## src/rtl/multicycle_ctrl_pkg.sv

```systemverilog
// Shared encodings for the multi-cycle MIPS-basic control path.
package multicycle_ctrl_pkg;

  // ALU operation codes
  localparam logic [2:0] ALU_RTYPE = 3'd0;
  localparam logic [2:0] ALU_ADD   = 3'd1;
  localparam logic [2:0] ALU_SUB   = 3'd2;
  localparam logic [2:0] ALU_AND   = 3'd3;
  localparam logic [2:0] ALU_OR    = 3'd4;
  localparam logic [2:0] ALU_LESS  = 3'd5;

  // opcodes
  localparam logic [5:0] OP_RTYPE = 6'b000000;
  localparam logic [5:0] OP_ADDI  = 6'b000010;
  localparam logic [5:0] OP_SUBI  = 6'b000011;
  localparam logic [5:0] OP_ANDI  = 6'b000100;
  localparam logic [5:0] OP_ORI   = 6'b000101;
  localparam logic [5:0] OP_SLTI  = 6'b000111;
  localparam logic [5:0] OP_MOVE  = 6'b100000;
  localparam logic [5:0] OP_LW    = 6'b001000;
  localparam logic [5:0] OP_LB    = 6'b001001;
  localparam logic [5:0] OP_SW    = 6'b010000;
  localparam logic [5:0] OP_SB    = 6'b010001;
  localparam logic [5:0] OP_BEQ   = 6'b100011;
  localparam logic [5:0] OP_BNE   = 6'b100111;
  localparam logic [5:0] OP_J     = 6'b111000;
  localparam logic [5:0] OP_JAL   = 6'b111001;

  // datapath mux encodings
  localparam logic [1:0] PC_PLUS4  = 2'd0;
  localparam logic [1:0] PC_BRANCH = 2'd1;
  localparam logic [1:0] PC_JUMP   = 2'd2;

  localparam logic [1:0] REG_RT = 2'd0;
  localparam logic [1:0] REG_RD = 2'd1;
  localparam logic [1:0] REG_RA = 2'd2;

  localparam logic [1:0] WB_ALU  = 2'd0;
  localparam logic [1:0] WB_MEM  = 2'd1;
  localparam logic [1:0] WB_LINK = 2'd2;
  localparam logic [1:0] WB_RS   = 2'd3;

  localparam logic [1:0] CAUSE_NONE    = 2'd0;
  localparam logic [1:0] CAUSE_ILLEGAL = 2'd1;
  localparam logic [1:0] CAUSE_IMEM    = 2'd2;
  localparam logic [1:0] CAUSE_DMEM    = 2'd3;

  typedef enum logic [3:0] {
    S_IDLE   = 4'd0,
    S_FETCH  = 4'd1,
    S_DECODE = 4'd2,
    S_EXEC   = 4'd3,
    S_ADDR   = 4'd4,
    S_MEM    = 4'd5,
    S_WB     = 4'd6,
    S_BRANCH = 4'd7,
    S_JUMP   = 4'd8,
    S_TRAP   = 4'd9
  } state_t;

  typedef enum logic [2:0] {
    CL_EXEC, CL_MEM, CL_BRANCH, CL_JUMP, CL_ILLEGAL
  } op_class_t;

  // Coarse instruction class; selects the state that follows DECODE.
  function automatic op_class_t op_class(input logic [5:0] op);
    case (op)
      OP_RTYPE, OP_ADDI, OP_SUBI, OP_ANDI,
      OP_ORI, OP_SLTI, OP_MOVE:          return CL_EXEC;
      OP_LW, OP_LB, OP_SW, OP_SB:        return CL_MEM;
      OP_BEQ, OP_BNE:                    return CL_BRANCH;
      OP_J, OP_JAL:                      return CL_JUMP;
      default:                           return CL_ILLEGAL;
    endcase
  endfunction

endpackage

```

## src/rtl/multicycle_ctrl_mem_wait_timer.sv

```systemverilog
// Wait-cycle counter for a pending memory request. Shared by the
// instruction fetch and data access waits, which never overlap.
module mem_wait_timer #(
  parameter int TIMEOUT = 16
) (
  input  logic clk,
  input  logic rst_n,
  input  logic clear,
  input  logic enable,
  input  logic ready,
  output logic expired
);
  localparam int CW = (TIMEOUT > 1) ? $clog2(TIMEOUT) : 1;
  localparam logic [CW-1:0] LAST = (TIMEOUT > 0) ? CW'(TIMEOUT - 1) : '0;

  logic [CW-1:0] cnt;

  // Count request cycles without ready; a completed or idle wait restarts at 0.
  always_ff @(posedge clk or negedge rst_n) begin
    if (!rst_n)                          cnt <= '0;
    else if (clear || ready || !enable)  cnt <= '0;
    else if (cnt != LAST)                cnt <= cnt + 1'b1;
  end

  // Fires in the TIMEOUT-th request cycle unless ready arrives in that cycle.
  assign expired = (TIMEOUT != 0) && enable && !ready && (cnt == LAST);
endmodule

```

## src/rtl/multicycle_ctrl.sv

```systemverilog
// Multi-cycle control FSM: sequences fetch/decode/execute/memory/write-back,
// drives datapath enables from state + registered opcode, traps on faults.
module multicycle_ctrl
  import multicycle_ctrl_pkg::*;
#(
  parameter int OPCODE_W    = 6,
  parameter int ALUOP_W     = 3,
  parameter int TIMEOUT     = 16,
  parameter int ENABLE_BYTE = 1
) (
  input  logic                clk,
  input  logic                rst_n,
  input  logic [OPCODE_W-1:0] opcode,
  input  logic                alu_zero,
  input  logic                imem_ready,
  input  logic                dmem_ready,
  output logic                imem_req,
  output logic                dmem_req,
  output logic                dmem_we,
  output logic                dmem_byte,
  output logic                ir_write,
  output logic                pc_write,
  output logic [1:0]          pc_src,
  output logic                reg_write,
  output logic [1:0]          reg_dst,
  output logic [1:0]          wb_sel,
  output logic [ALUOP_W-1:0]  alu_op,
  output logic                alu_src,
  output logic                trap,
  output logic [1:0]          trap_cause
);
  state_t              state;
  logic [OPCODE_W-1:0] opc_q;
  logic [1:0]          cause_q;
  logic [5:0]          op6;
  op_class_t           cls;
  logic                is_load, is_store, is_byte, is_rtype, is_move, is_jal, is_bne;
  logic                illegal, in_wait, wait_ready, expired;
  logic [2:0]          aop;

  assign op6      = 6'(opc_q);
  assign cls      = op_class(op6);
  assign is_load  = (op6 == OP_LW) || (op6 == OP_LB);
  assign is_store = (op6 == OP_SW) || (op6 == OP_SB);
  assign is_byte  = (op6 == OP_LB) || (op6 == OP_SB);
  assign is_rtype = (op6 == OP_RTYPE);
  assign is_move  = (op6 == OP_MOVE);
  assign is_jal   = (op6 == OP_JAL);
  assign is_bne   = (op6 == OP_BNE);
  assign illegal  = (cls == CL_ILLEGAL) || (is_byte && (ENABLE_BYTE == 0));

  assign in_wait    = (state == S_FETCH) || (state == S_MEM);
  assign wait_ready = (state == S_FETCH) ? imem_ready : dmem_ready;

  mem_wait_timer #(.TIMEOUT(TIMEOUT)) u_timer (
    .clk     (clk),
    .rst_n   (rst_n),
    .clear   (!in_wait),
    .enable  (in_wait),
    .ready   (wait_ready),
    .expired (expired)
  );

  // Sequencer: state, captured opcode and sticky trap cause.
  always_ff @(posedge clk or negedge rst_n) begin
    if (!rst_n) begin
      state   <= S_IDLE;
      opc_q   <= '0;
      cause_q <= CAUSE_NONE;
    end else begin
      case (state)
        S_IDLE: state <= S_FETCH;
        S_FETCH: begin
          if (imem_ready) begin
            opc_q <= opcode;
            state <= S_DECODE;
          end else if (expired) begin
            state   <= S_TRAP;
            cause_q <= CAUSE_IMEM;
          end
        end
        S_DECODE: begin
          if (illegal) begin
            state   <= S_TRAP;
            cause_q <= CAUSE_ILLEGAL;
          end else begin
            case (cls)
              CL_EXEC:   state <= S_EXEC;
              CL_MEM:    state <= S_ADDR;
              CL_BRANCH: state <= S_BRANCH;
              default:   state <= S_JUMP;
            endcase
          end
        end
        S_EXEC: state <= S_WB;
        S_ADDR: state <= S_MEM;
        S_MEM: begin
          if (dmem_ready) begin
            state <= is_load ? S_WB : S_FETCH;
          end else if (expired) begin
            state   <= S_TRAP;
            cause_q <= CAUSE_DMEM;
          end
        end
        S_WB, S_BRANCH, S_JUMP: state <= S_FETCH;
        S_TRAP: state <= S_TRAP;
        default: state <= S_IDLE;
      endcase
    end
  end

  assign trap       = (state == S_TRAP);
  assign trap_cause = cause_q;
  assign alu_op     = ALUOP_W'(aop);

  // Datapath enables decoded from state and the registered opcode.
  always_comb begin
    imem_req  = 1'b0;
    dmem_req  = 1'b0;
    dmem_we   = 1'b0;
    dmem_byte = 1'b0;
    ir_write  = 1'b0;
    pc_write  = 1'b0;
    pc_src    = PC_PLUS4;
    reg_write = 1'b0;
    reg_dst   = REG_RT;
    wb_sel    = WB_ALU;
    aop       = ALU_RTYPE;
    alu_src   = 1'b0;
    case (state)
      S_FETCH: begin
        imem_req = 1'b1;
        if (imem_ready) begin
          ir_write = 1'b1;
          pc_write = 1'b1;
        end
      end
      S_EXEC: begin
        case (op6)
          OP_ADDI: begin aop = ALU_ADD;  alu_src = 1'b1; end
          OP_SUBI: begin aop = ALU_SUB;  alu_src = 1'b1; end
          OP_ANDI: begin aop = ALU_AND;  alu_src = 1'b1; end
          OP_ORI:  begin aop = ALU_OR;   alu_src = 1'b1; end
          OP_SLTI: begin aop = ALU_LESS; alu_src = 1'b1; end
          OP_MOVE: aop = ALU_AND;
          default: aop = ALU_RTYPE;
        endcase
      end
      S_ADDR: begin
        aop     = ALU_ADD;
        alu_src = 1'b1;
      end
      S_MEM: begin
        dmem_req  = 1'b1;
        dmem_we   = is_store;
        dmem_byte = is_byte;
      end
      S_WB: begin
        reg_write = 1'b1;
        reg_dst   = is_rtype ? REG_RD : REG_RT;
        wb_sel    = is_load ? WB_MEM : (is_move ? WB_RS : WB_ALU);
      end
      S_BRANCH: begin
        aop      = ALU_SUB;
        pc_write = alu_zero ^ is_bne;
        pc_src   = PC_BRANCH;
      end
      S_JUMP: begin
        pc_write = 1'b1;
        pc_src   = PC_JUMP;
        if (is_jal) begin
          reg_write = 1'b1;
          reg_dst   = REG_RA;
          wb_sel    = WB_LINK;
        end
      end
      default: ;
    endcase
  end
endmodule

```

## config.mk

```make
export PLATFORM = sky130hd
export DESIGN_NAME = multicycle_ctrl
export DESIGN_NICKNAME = d
export VERILOG_FILES = /design/src/rtl/multicycle_ctrl_pkg.sv /design/src/rtl/multicycle_ctrl_mem_wait_timer.sv /design/src/rtl/multicycle_ctrl.sv
export SDC_FILE = /design/constraint.sdc
export NUM_CORES = 1
export LEC_CHECK = 0
export BUFFER_PORTS_ARGS = -buffer_cell sky130_fd_sc_hd__buf_4
export CORE_AREA = 3 3 58 60
export DETAILED_ROUTE_END_ITERATION = 12
export DIE_AREA = 0 0 61 63
export PLACE_DENSITY = 0.72
export SLEW_MARGIN = 40
export SYNTH_ARGS = -nofsm -noshare
export SYNTH_HDL_FRONTEND = slang
export SYNTH_HIERARCHICAL = 1
export SYNTH_SLANG_ARGS = --single-unit
```

## constraint.sdc

```tcl
create_clock -name clk -period 2.81 [get_ports clk]
set_input_delay 0.281 -clock clk [delete_from_list [all_inputs] [get_ports clk]]
set_output_delay 0.281 -clock clk [all_outputs]
set_load 0.1 [all_outputs]
```

== Word-level counts from Yosys, hierarchy flattened ==
Memories as Yosys holds them, arrays and structs flattened.
Cells that the tools add are included.

* Multiplexer cells: 36
* Reductions and logical operators: 20
* Equal/unequal tests: 31
* Add/subtract/negate cells: 1
* Bitwise logic cells: 1

{| class="wikitable"
|+ Operators with widths
! operator !! count
|-
| case mux 4 bit (7 select lines) || 1
|-
| two-way mux 4 bit || 6
|-
| == test 6 x 3 -> 1 bit, second input constant || 3
|-
| == test 6 bit, second input constant || 3
|-
| == test 4 x 3 -> 1 bit, second input constant || 4
|-
| two-way mux 2 bit || 8
|-
| case mux 3 bit (5 select lines) || 1
|-
| == test 4 bit, second input constant || 3
|-
| == test 6 x 2 -> 1 bit, second input constant || 2
|-
| == test 6 x 4 -> 1 bit, second input constant || 2
|-
| == test 6 x 5 -> 1 bit, second input constant || 2
|-
| case mux 2 bit (2 select lines) || 3
|-
| case mux 4 bit (3 select lines) || 1
|-
| two-way mux 1 bit || 10
|-
| != test 2 bit, second input constant || 5
|-
| case mux 3 bit (3 select lines) || 1
|-
| == test 4 x 2 -> 1 bit, second input constant || 2
|-
| logical NOT 6 bit || 1
|-
| logical OR 1 bit || 6
|-
| case mux 2 bit (3 select lines) || 1
|-
| AND reduction 6 bit || 1
|-
| OR reduction 5 bit || 1
|-
| adder 4 x 1 -> 4 bit, second input constant || 1
|-
| == test 4 x 1 -> 1 bit, second input constant || 1
|-
| 17 further kinds || 20
|}

* Register bits after elaboration: 16
* Bits of input ports: 11
* ROM bits: 192
* Word-level logic and storage cells: 94
* Output and inout port bits: 20
* Memories: 1

{| class="wikitable"
|+ Memories
! name !! words !! bits a word !! read ports !! clocked after Yosys merged registers in !! write ports !! line !! text
|-
| (name not given) || 64 || 3 || 1 || 0 || 0 || multicycle_ctrl_pkg.sv:67 || <nowiki>case (op)</nowiki>
|}

== Depth between registers and ports, before layout ==
* Word-level depth: 8
* Mapped depth: 10
* Depth with buffers taken out: 9

== Hierarchy ==
Netlist, hierarchy kept.

{| class="wikitable"
|+ Modules (own cells, without submodules)
! module !! instances !! seq. area each (um^2) !! cells an instance !! area an instance (um^2)
|-
| multicycle_ctrl || 1 || 300.3 || 144 || 1224.9
|-
| mem_wait_timer || 1 || 100.1 || 20 || 202.7
|}

== Worst setup path before layout ==
Ideal clock, no wire load.

* Kind: reg2out
* Start point: reg state[2]
* End point: out reg_write
* Buffers on the path: 1
* Path slack: -1.388 ns
* Data required time: 2.529 ns
* Arrival: 3.917 ns
* Cell stages (with the launch flop): 7
* Cells stage by stage: dfrtp_1 > buf_2 > nor2_1 > nand2_1 > nor2_1 > and4b_1 > nand2b_1

* Longest elaborated chain between the ends: 2
* Elaborated cells between the ends (all ways): 3
* Classes of those cells: 2 x eq/ne; 1 x mux

{| class="wikitable"
|+ Ends and longest elaborated chain
! element !! line !! text
|-
| from (decl) || multicycle_ctrl.sv:32 || <nowiki>state_t state;</nowiki>
|-
| from (signal assigned) || multicycle_ctrl.sv:99 || <nowiki>state <= is_load ? S_WB : S_FETCH;</nowiki>
|-
| == test 4 bit or == test 4 x 3 -> 1 bit (tied branches) || multicycle_ctrl.sv:130 || <nowiki>case (state)</nowiki>
|-
| case mux 1 bit (2 select lines) * || multicycle_ctrl.sv:130 ||
|-
| to (decl) || multicycle_ctrl.sv:24 || <nowiki>output logic reg_write,</nowiki>
|}

Every way passes the cells marked *; elsewhere a longest branch is shown, timed or not.

== Final worst setup path ==
* Start point: reg state[2]
* End point: out alu_src

* Longest elaborated chain between the ends: 2
* Elaborated cells between the ends (all ways): 3
* Classes of those cells: 2 x eq/ne; 1 x mux

{| class="wikitable"
|+ Ends and longest elaborated chain
! element !! line !! text
|-
| == test 4 x 3 -> 1 bit or == test 4 x 2 -> 1 bit (tied branches) || multicycle_ctrl.sv:130 ||
|-
| case mux 1 bit (2 select lines) * || multicycle_ctrl.sv:130 ||
|-
| to (decl) || multicycle_ctrl.sv:28 || <nowiki>output logic alu_src,</nowiki>
|}

Marks and branches as above.

==> impl_results.md <==
- Status: finished clean
- Post-Synth Simple-Gate Area: 32.6%
- Final HPWL DP: 2.87 mm
- Peak supply drop: 0.496 mV
- Hold Fails Final Rpt: 0
- Final setup vio count: 0
- Post-Syn Area: 0.00143 mm^2
- Kind of critical path: reg2out
- Setup_tns: 0 ns
- Mean post-synth cell area: 8.70 um^2
- Total GRT Usage: 20.6%
- PD cells: 1260 mW/mm^2
- Final nets: 208
- Number of antenna violations at the first check in global routing: 0
- Most frequent cells in the layout: buf_4 (33), nor2_1 (21), dfrtp_1 (16), nand2_1 (13), a21oi_1 (8)
- Placement Rows: 20
- Tcrit/Tclk final: 86.0%
- I/O pin count: 31
- WP data required: 2.53 ns
- Postcts setup bufs: 0
- Max-cap violation count: 0
- Placer Congestion: 0.879
- Routed Antenna Nets: 0
- # H-tree levels: 1
- Clock slew at reported path FFs: 0.10 ns
- Die area: 0.00384 mm^2
- Yosys top cell by area: dfrtp_1
- Number of port buffers: 30
- Top post-synthesis cells by area: dfrtp_1 (28%), mux2_4 (6.3%), nor2_1 (5.8%)
- Longest Clk Path Bufs: 2
- Core ar.: 0.00298 mm^2
- # DRC: 0
- Share of synthesized registers carrying an async set or reset: 100%
- CP endpoint kind: output port
- Synth unique cells: 50
- Pleak: 0.806 nW
- Most used DFF post-synth: dfrtp_1
- Critical R2R Launch: state[2]
- # clock sinks: 16
- Synthesized Nets: 180
- Final Slew Violations: 0
- Worst setup startpoint: state[2]
- XOR/XNOR Fraction of Synth Area: 3.07%
- Commonest non-fill, non-tap cell in the layout: buf_4
- Antenna diode count: 0
- First-pass GRT wire length: 6.07 mm
- Register bit count reported by yosys: 16
- GRT overflow: 0
- Adder-Cell Fraction of Synth Area: 4.38%
- Max Freq: 0.414 GHz
- Routed wire length per instance: 16.4 um
- Placed cell area: 0.00170 mm^2
- Tmin final: 2.42 ns
- Skew final: 0.0121 ns
- Synth Instances: 164
- Die H: 63 um
- Arrival @ worst endpoint: 2.14 ns
- Drt initial violations: 96
- # resized after CTS: 0
- Post-synth EDFFs: 0
- Clock buffer count from CTS: 3
- DRT Pass-1 Iters: 4
- Worst slew pin tran: 0.633 ns
- Initial core utilization: 47.9%
- Crit start category: flip-flop
- Post-route cell area: 0.00173 mm^2
- Die X: 61 um
- Worst Hold Launch: opcode[4]
- Share of cells above drive strength 1: 32.6%
- Largest net degree at the start of global routing: 18
- Vias in the first global route: 1,290
- Total wire length: 3.67 mm
- Clock Latency Late Sink: 0.28 ns
- Largest family of logic cells by synthesized area: simple AND/OR/NAND/NOR gates
- Area Growth Syn to Fin: 21.2%
- Vias per cell: 5.82
- Sequential fraction of the synthesis area: 28.0%
- RSZ-0062 raised after global routing: false
- Post-synthesis mux area share: 8.41%
- Area fraction of the dominant cell type after synthesis: 28.0%
- Synthesis Warnings: 6
- Hold WC Path Type: in2reg
- Rel. slew slack: 57.8%
- CTS root buffer: clkbuf_4
- Post-synthesis compound-gate area fraction: 16.0%
- Via count: 1,298
- Worst Path Max Fanout: 17
- CTS tree: built
-- logic make-up (layout without fill, tap and decap cells) --
kind of cell	after synthesis	count (layout)
xor gates and xnor gates	5	5
and+or+nand+nor	80	80
muxes	9	9
DFF	16	16
AOI/OAI and AO/OA	31	31
buffers and inverters	18	44
adders and majority gates	5	5
-- path summary, 6_finish.rpt --
| check | slack [ns] | cells past startpoint | to |
|---|---|---|---|
| min reg2reg | 0.50 | 1 | trap_cause[0] |
| max reg2reg | 0.60 | 8 | trap_cause[0] |
| min in group asynchronous | 0.40 | 2 | state[3] |
| max in group asynchronous | 2.21 | 2 | u_timer/cnt[3] |
| min | 0.23 | 2 | op6[4] |
| max | 0.39 | 5 | alu_src |
-- routing by layer --
layer	global-route usage (%)	share of wire, %
met5	0	0
met4	7.59	1.9
met3	1.65	3.0
met2	35.0	51
met1	26.4	44
-- synth_stat cells, types with 3 or more instances --
cell	number
a21oi_1	8
and3_1	5
buf_2	7
buf_6	4
dfrtp_1	16
ha_1	5
inv_1	7
mux2_4	6
mux2i_1	3
nand2_1	13
nand3_1	6
nand3b_1	4
nor2_1	22
nor3_1	5
nor3b_1	4
nor4_1	3
o21ai_0	4
xor2_1	3
-- state kept, by name (all words and copies together) (netlist names) --
signal       cells
state            4
op6              6
u_timer/cnt      4
trap_cause       2
-- power breakdown --
| part | internal, W | switching (W) |
|---|---|---|
| registers | 0.000317 | 0.000203 |
| clock network | 0.0000497 | 0.0000695 |
| logic | 0.000520 | 0.00102 |
-- worst max-delay path, cell delays in order, from the launching register on --
cell	delay [ns]
dfrtp_1	0.62
nand3b_1	0.33
nor4_1	0.23
o21ai_0	0.18
a21oi_1	0.18
buf_4	0.31
-- final cells by class --
cell class	count	area [um^2]
Fill cell	283	1250
Multi-Input combinational cell	130	978
Sequential cell	16	400
Timing Repair Buffer	34	258
Tap cell	33	41.3
Inverter	7	30.0
Clock buffer	3	22.5
-- timing repair --
action | in CTS | in global routing
setup endpoints to repair | 0 | 0
hold endpoints to repair | 16 | 0
hold buffers | 1 | 0
-- through the flow --
| stage | setup WS (ns) | utilization, % | instances | total power, W | hold WS (ns) |
|---|---|---|---|---|---|
| after detailed placement | 0.607 | 57.0 | 219 | 0.00206 | 0.158 |
| final | 0.392 | 58.1 | 223 | 0.00218 | 0.234 |
| after floorplan | 0.0176 | - | 164 | 0.00180 | -0.0146 |
| after global routing | 0.248 | 58.1 | 223 | 0.00233 | 0.216 |
| after CTS | 0.368 | 58.1 | 223 | 0.00219 | 0.221 |
| after global placement | 0.729 | 57.0 | 219 | 0.00202 | 0.157 |
Note: power is estimated with default switching activity, not from simulation.
